$ cat src/rtl/arb_mux_pkg.sv
// Shared helpers and constants for the arbitrating N:1 multiplexer.
package arb_mux_pkg;

    localparam bit RESET_DATA = 1'b0;

    // Index width that never collapses to zero bits, even for tiny N.
    function automatic int clog2_min1(input int n);
        int r;
        r = 0;
        while ((1 << r) < n) begin
            r++;
        end
        return (r < 1) ? 1 : r;
    endfunction

endpackage

$ cat src/rtl/rr_arbiter.sv
// Round-robin grant: scan starts at PTR and wraps modulo N; a single grant is issued when EN is high.
module rr_arbiter
    import arb_mux_pkg::*;
#(
    parameter  int N     = 4,
    localparam int SEL_W = clog2_min1(N)
) (
    input  logic [N-1:0]     REQ,
    input  logic [SEL_W-1:0] PTR,
    input  logic             EN,
    output logic [N-1:0]     GNT_ONEHOT,
    output logic [SEL_W-1:0] GNT_IDX,
    output logic             ANY
);

    logic [2*N-1:0] dreq;
    logic [2*N-1:0] masked;
    logic           found;

    // Duplicating the request vector turns the wrap-around scan into a plain lowest-bit search.
    always_comb begin
        dreq    = {REQ, REQ};
        masked  = '0;
        GNT_IDX = '0;
        found   = 1'b0;
        for (int i = 0; i < 2 * N; i++) begin
            masked[i] = dreq[i] & (i >= int'(PTR));
        end
        for (int i = 0; i < 2 * N; i++) begin
            if (masked[i] && !found) begin
                found   = 1'b1;
                GNT_IDX = (i >= N) ? SEL_W'(i - N) : SEL_W'(i);
            end
        end
        ANY = |REQ;
        GNT_ONEHOT = '0;
        for (int i = 0; i < N; i++) begin
            GNT_ONEHOT[i] = EN & ANY & (GNT_IDX == SEL_W'(i));
        end
    end

endmodule

$ cat src/rtl/arb_mux_nx1.sv
// N:1 arbitrating mux with valid/ready handshakes and one registered output stage.
// Define ARB_MUX_FIXED_PRIO_EN for fixed priority (lowest index wins) instead of round-robin.
module arb_mux_nx1
    import arb_mux_pkg::*;
#(
    parameter int WIDTH = 32,
    parameter int N     = 4,
    parameter int SEL_W = clog2_min1(N)
) (
    input  logic               CLK,
    input  logic               RESET_N,
    input  logic [N*WIDTH-1:0] IN_DATA,
    input  logic [N-1:0]       IN_VALID,
    output logic [N-1:0]       IN_READY,
    output logic [WIDTH-1:0]   OUT_DATA,
    output logic [SEL_W-1:0]   OUT_SEL,
    output logic               OUT_VALID,
    input  logic               OUT_READY
);

    logic             load_p0;
    logic             any_p0;
    logic             accept_p0;
    logic [N-1:0]     gnt_p0;
    logic [SEL_W-1:0] gnt_idx_p0;
    logic [SEL_W-1:0] ptr;
    logic [WIDTH-1:0] data_p0;
    logic [WIDTH-1:0] data_p1;
    logic [SEL_W-1:0] sel_p1;
    logic             vld_p1;

    // Stage p0: grant and payload select; the slot may refill in the same cycle it drains.
    assign load_p0   = ~vld_p1 | OUT_READY;
    assign accept_p0 = load_p0 & any_p0 & RESET_N;
    assign IN_READY  = gnt_p0;

    rr_arbiter #(.N(N)) u_arb (
        .REQ        (IN_VALID),
        .PTR        (ptr),
        .EN         (load_p0 & RESET_N),
        .GNT_ONEHOT (gnt_p0),
        .GNT_IDX    (gnt_idx_p0),
        .ANY        (any_p0)
    );

    // AND-OR select keeps junk on ungranted channels out of the datapath.
    always_comb begin
        data_p0 = '0;
        for (int i = 0; i < N; i++) begin
            data_p0 = data_p0 | (IN_DATA[i*WIDTH +: WIDTH] & {WIDTH{gnt_p0[i]}});
        end
    end

    // Stage p1: output register.
    always_ff @(posedge CLK) begin
        if (!RESET_N) begin
            vld_p1  <= 1'b0;
            data_p1 <= {WIDTH{RESET_DATA}};
            sel_p1  <= '0;
        end else if (load_p0) begin
            vld_p1 <= any_p0;
            if (any_p0) begin
                data_p1 <= data_p0;
                sel_p1  <= gnt_idx_p0;
            end
        end
    end

`ifdef ARB_MUX_FIXED_PRIO_EN
    assign ptr = '0;
`else
    // Pointer moves past the winner only on an accepted beat.
    always_ff @(posedge CLK) begin
        if (!RESET_N) begin
            ptr <= '0;
        end else if (accept_p0) begin
            ptr <= (gnt_idx_p0 == SEL_W'(N - 1)) ? '0 : gnt_idx_p0 + 1'b1;
        end
    end
`endif

    assign OUT_DATA  = data_p1;
    assign OUT_SEL   = sel_p1;
    assign OUT_VALID = vld_p1;

endmodule
$ cat config.mk
export PLATFORM = sky130hd
export DESIGN_NAME = arb_mux_nx1
export DESIGN_NICKNAME = d
export VERILOG_FILES = /design/src/rtl/arb_mux_pkg.sv /design/src/rtl/rr_arbiter.sv /design/src/rtl/arb_mux_nx1.sv
export SDC_FILE = /design/constraint.sdc
export NUM_CORES = 1
export LEC_CHECK = 0
export CAP_MARGIN = 40
export CORE_MARGIN = 2
export CORE_UTILIZATION = 23
export DETAILED_ROUTE_END_ITERATION = 16
export PLACE_DENSITY = 0.6
export SYNTH_ARGS = -nofsm -noshare
export SYNTH_HDL_FRONTEND = slang
export SYNTH_SLANG_ARGS = --single-unit
$ cat constraint.sdc
create_clock -name CLK -period 2.2 [get_ports CLK]
set_input_delay 0.44 -clock CLK [delete_from_list [all_inputs] [get_ports CLK]]
set_output_delay 0.44 -clock CLK [all_outputs]
set_load 0.02 [all_outputs]
# After elaboration in Yosys (flattened, before gate mapping)
# Cells that the tools add are included.
# totals
word_cells,63
output_inout_bits,39
reg_bits,37
in_bits,135
# classes
muxes,15
bitwise,20
reduce_logical,17
n_addsub,1
order_cmp,3
n_eq_ne,3
# ops
cell,count
AND 32 bit,4
OR 32 bit,3
two-way mux 2 bit,7
AND 1 bit,11
two-way mux 1 bit,8
logical AND 1 bit,7
logical NOT 1 bit,7
"== test 2 bit, second input constant",2
">= comparator 1 x 2 -> 1 bit, first input constant",2
OR reduction 4 bit,1
"adder 2 x 1 -> 2 bit, second input constant",1
"== test 2 x 1 -> 1 bit, second input constant",1
">= comparator 2 bit, first input constant",1
logical NOT 2 bit,1
AND reduction 2 bit,1
NOT 1 bit,1
OR 1 bit,1

# Depth between registers and ports, before layout
# Gate-level depths: netlist (run 1).
# logic_depth
word_depth,30
mapped_depth,11
depth_no_buf,9

# By module
# Synthesis (run 1) repeated with hierarchy kept, for this count alone.
# hier_totals
hier_cells,232
hier_area_um2,1991.9
# modules_own_cells
module,n_inst,area_each_um2,cells_each
arb_mux_nx1,1,1843.0,209
rr_arbiter,1,148.9,23

# Worst setup path before layout (run 1)
# OpenSTA, ideal clock, no wires.
# synth_path
path_type,input -> output
start,input IN_VALID[2]
end,output IN_READY[3]
path_buffers,2
slack_ns,-0.146
stages,7
arrival_time_ns,1.906
path_cell_list,nor2b_1 o21a_1 nor3_4 ha_1 clkbuf_1 clkbuf_1 and3_1
# synth_via
elab_chain_len,20
# synth_lines
item,line,source
"start, declared",arb_mux_nx1.sv:13,"input logic [N-1:0] IN_VALID,"
AND 1 bit,rr_arbiter.sv:27,masked[i] = dreq[i] & (i >= int'(PTR));
logical AND 1 bit,rr_arbiter.sv:30,if (masked[i] && !found) begin
two-way mux 1 bit,rr_arbiter.sv:30,
logical NOT 1 bit,rr_arbiter.sv:30,
logical AND 1 bit,rr_arbiter.sv:30,
two-way mux 1 bit,rr_arbiter.sv:30,
logical NOT 1 bit,rr_arbiter.sv:30,
logical AND 1 bit,rr_arbiter.sv:30,
[4 not listed],--,
logical NOT 1 bit,rr_arbiter.sv:30,
logical AND 1 bit,rr_arbiter.sv:30,
two-way mux 1 bit,rr_arbiter.sv:30,
logical NOT 1 bit,rr_arbiter.sv:30,
logical AND 1 bit,rr_arbiter.sv:30,
two-way mux 2 bit,rr_arbiter.sv:30,
== test 2 bit,rr_arbiter.sv:38,GNT_ONEHOT[i] = EN & ANY & (GNT_IDX == SEL_W'(i));
AND 1 bit (*),rr_arbiter.sv:38,
"end, declared",arb_mux_nx1.sv:14,"output logic [N-1:0] IN_READY,"
# Mark *: on every way between the ends. The rest lies on a longest branch, timed or not.

# Final worst setup path (run 1)
# layout_path
start,input IN_VALID[1]
end,output IN_READY[1]
# layout_via
elab_chain_len,23
# layout_lines
item,line,source
AND 1 bit,rr_arbiter.sv:27,
logical AND 1 bit,rr_arbiter.sv:30,
two-way mux 1 bit,rr_arbiter.sv:30,
logical NOT 1 bit,rr_arbiter.sv:30,
logical AND 1 bit,rr_arbiter.sv:30,
two-way mux 1 bit,rr_arbiter.sv:30,
logical NOT 1 bit,rr_arbiter.sv:30,
logical AND 1 bit,rr_arbiter.sv:30,
[8 not listed],--,
logical AND 1 bit,rr_arbiter.sv:30,
two-way mux 1 bit,rr_arbiter.sv:30,
logical NOT 1 bit,rr_arbiter.sv:30,
logical AND 1 bit,rr_arbiter.sv:30,
two-way mux 2 bit (*),rr_arbiter.sv:30,
named net gnt_idx_p0[1],arb_mux_nx1.sv:25,logic [SEL_W-1:0] gnt_idx_p0;
== test 2 x 1 -> 1 bit (*),rr_arbiter.sv:38,
AND 1 bit (*),rr_arbiter.sv:38,
# The timed path passes the listed nets; every way through them passes the cells marked *.

==> results of run 1 <==
[through the flow]
stage | setup slack, ns | cells | util (%) | cell area, µm² | TNS (ns)
after floorplan | -0.00189 | 230 | - | 2210 | -0.00189
after global placement | -0.654 | 521 | 43.5 | 4020 | -21.65
after detailed placement | -0.693 | 521 | 43.5 | 4020 | -23.02
after CTS | 0.0123 | 529 | 45.0 | 4160 | 0
after global routing | -0.00978 | 529 | 45.5 | 4210 | -0.00978
final | 0.0609 | 529 | 45.5 | 4210 | 0
[final cells by class]
type                            instances  share of cell area [%]
Timing Repair Buffer                  190                    44.4
Multi-Input combinational cell        162                    31.7
Sequential cell                        37                    17.6
Tap cell                              129                    3.84
Clock buffer                            7                    2.05
Inverter                                4                   0.357
[power by group]
| part | switching [µW] | internal [µW] | total (µW) |
|---|---|---|---|
| logic | 564 | 700 | 1260 |
| clock network | 248 | 249 | 497 |
| registers | 64.3 | 790 | 855 |
[timing repair]
| action | 4_1_cts | 5_1_grt |
|---|---|---|
| pin swaps | 5 | 2 |
| setup endpoints to repair | 36 | 35 |
| buffers inserted | 1 | 0 |
| resized for setup | 41 | 16 |
| gates cloned | 0 | 0 |
[cell usage after synthesis, types with 2 or more instances]
| master | n |
|---|---|
| clkbuf_1 | 14 |
| buf_6 | 3 |
| nand2b_1 | 2 |
| a221o_1 | 32 |
| a22oi_1 | 32 |
| inv_1 | 4 |
| dfxtp_1 | 37 |
| o211a_1 | 15 |
| a21oi_1 | 5 |
| nand2_1 | 33 |
| nor2_1 | 3 |
| ha_1 | 2 |
| buf_2 | 4 |
| and3_1 | 2 |
| nor2b_1 | 6 |
| o211a_2 | 17 |
| buf_12 | 3 |
| mux2i_1 | 2 |
[logic make-up (layout without fill, tap and decap cells)]
logic type,Yosys count,after routing,share of synthesized area (%)
AO/OA/AOI/OAI,108,108,43.5
adder cells (fa/ha/maj),2,2,1.14
buffers and inverters,31,201,9.67
flip-flops,37,37,33.7
multiplexers,2,2,0.910
AND/OR/NAND/NOR,50,50,11.1
[flip-flops by register name (all words and copies together), names as in the netlist]
signal,count
OUT_SEL,2
OUT_DATA,32
OUT_VALID,1
ptr,2
[worst register-to-register path: stages (launching register included)]
cell and delay (ns):
dfxtp_2 0.36, nand2b_1 0.15, a21oi_2 0.08, nor3_4 0.25, inv_2 0.07, ha_4 0.17
buf_12 0.17, a22oi_1 0.22, nand2_1 0.08, o211a_1 0.14, a221o_1 0.26
[metal layers]
metal,vias to the layer above,share of wire (%)
li1,1252,-
met1,1214,40
met2,117,50
met3,2,10
met4,0,0.19
met5,-,0
[how the worst max path moves through the flow]
stage | startpoint | to | slack, ns | cells past startpoint
6_report | IN_VALID[1] | IN_READY[1] | 0.06 | 6
5_1_grt | ptr[0] | IN_READY[3] | -0.01 | 6
4_1_cts | ptr[0] | IN_READY[3] | 0.01 | 6
3_5_place_dp | IN_VALID[0] | OUT_DATA[5] | -0.69 | 11
3_3_place_gp | IN_VALID[1] | IN_READY[0] | -0.65 | 8
2_1_floorplan | IN_VALID[2] | OUT_DATA[22] | -0.002 | 11
==> reports/metrics.yaml, run 1 <==
route:
  dr.first_iter.drc_count: 55
  drc_errors: 0
  drt-pass1-iter-count: 4
  routedWlPerCell_um: 16.6
  via_count: 2585
  vias_per_cell: 4.89
  ant_nets: 0
  totalWireLength_mm: 8.78
worst_setup_path:
  path_max_fanout: 4
  crit_type: "in2out"
  startpoint_type: "primary input"
  required_ns: 1.76
  crit_path_top_delay_cell: "and4b_2"
  cp-end-kind: "output pin"
  reg2reg_from: "ptr[0]"
  critPathBufInv: 2
  reg2reg_depth: 10
  reg2reg_slack_ns: 0.15
  path_cells: "clkdlybuf4s15_1 > nand2b_4 > a21oi_1 > o31a_2 > and4b_2 > buf_2"
  path_delay_family: "simple AND/OR/NAND/NOR gates"
  worst_path_largest_cell_delay_ns: 0.34
  r2r-end: "OUT_DATA[26]"
  cp.arrival_ns: 1.70
sta:
  finClkSkew_ns: 0.00628
  timing.final.crit_period_ns: 2.14
  maxSlewHeadroom_pct: 72.0
  drv_slew: 0
  whs_ns: 0.529
  hold_viol: 0
  worstMarginPinSlew_ns: 0.420
  min_period_over_period_pct: 97.2
  max_clock_freq_mhz: 467
  setup_viol: 0
layout:
  regArea_um2: 742
  multi_input_area_mm2: 0.00134
  mostFrequentLayoutCells: "clkdlybuf4s50_1 (165), dfxtp_1 (36), nand2_1 (33)"
  drive_gt1_share_pct: 16.8
  syn2layout_area_growth_pct: 91.2
  layout_commonest_cell: "clkdlybuf4s50_1"
  layout.nets: 537
  nFillCells: 902
  diodes: 0
synth:
  yosysTopAreaCellShare_pct: 33.7
  postSynthAreaPerCell_um2: 9.56
  ys_ff_latch: 37
  synth_area_leaders: "dfxtp_1 (34%), a221o_1 (15%), a22oi_1 (11%)"
  synth-main-ff-cell: "dfxtp_1"
  async_flop_share_pct: 0
  synth_fp_nets: 367
  syn-cell-area_mm2: 0.00220
  synth_edf_count: 0
  synth_cell_types: 32
  ys_warn_count: 0
  synthCells: 230
  synth_top_area_cell: "dfxtp_1"
  seq_area_frac_synth_pct: 33.7
global_routing:
  grt_use_met3_pct: 5.80
  grt_util_all_layers_pct: 16.6
  grt_use_met1_pct: 18.8
  antenna_found_initial: 0
  grt_pass1_vias: 2689
  busiest_layer: "met2"
  grt_pass1_wl_mm: 13.5
  grt_max_degree: 57
  gr-total-overflow: 0
  grt_util_met2_pct: 30.6
cts:
  cts_buffer_depth: 2
  clk_latency_ns: 0.28
  htreeDepth: 2
  clk_pin_slew_ns: 0.08
  numCtsBuffers: 5
  cts_tree: "done"
  hold_buffers: 0
  root_buffer: "clkbuf_8"
  clock-sinks: 37
worst_hold_path:
  min_to: "OUT_SEL[1]"
  hold_start: "OUT_SEL[1]"
  min_path_type: "reg2reg"
  min_path_cells: 2
pwr:
  p_per_area_mw_per_mm2: 622
  p_total_uw: 2620
  ir_drop_mv: 0.436
  leakagePower_uw: 0.00176
floorplanning:
  ios: 174
  die_y_um: 102
  die_w_um: 102
  die_area_mm2: 0.0104
  core_area_mm2: 0.00924
  start_util_pct: 23.8
  num_rows: 35
place:
  io_buffers: 173
  dp_hpwl_mm: 6.24
  gp_routability_congestion: 0.733
run:
  drv_cap: 0
status:
  outcome: "completed"
Power figures use the tool's default switching activity.
==> run 2, diff against run 1 <==
--- a/config.mk
+++ b/config.mk
@@ -5,6 +5,7 @@
 export SDC_FILE = /design/constraint.sdc
 export NUM_CORES = 1
 export LEC_CHECK = 0
+export ABC_CLOCK_PERIOD_IN_PS = 2200
 export CAP_MARGIN = 40
 export CORE_MARGIN = 2
 export CORE_UTILIZATION = 23
==> results of run 2 <==
No change in the layout: final DEF, timing and power equal those of run 1.
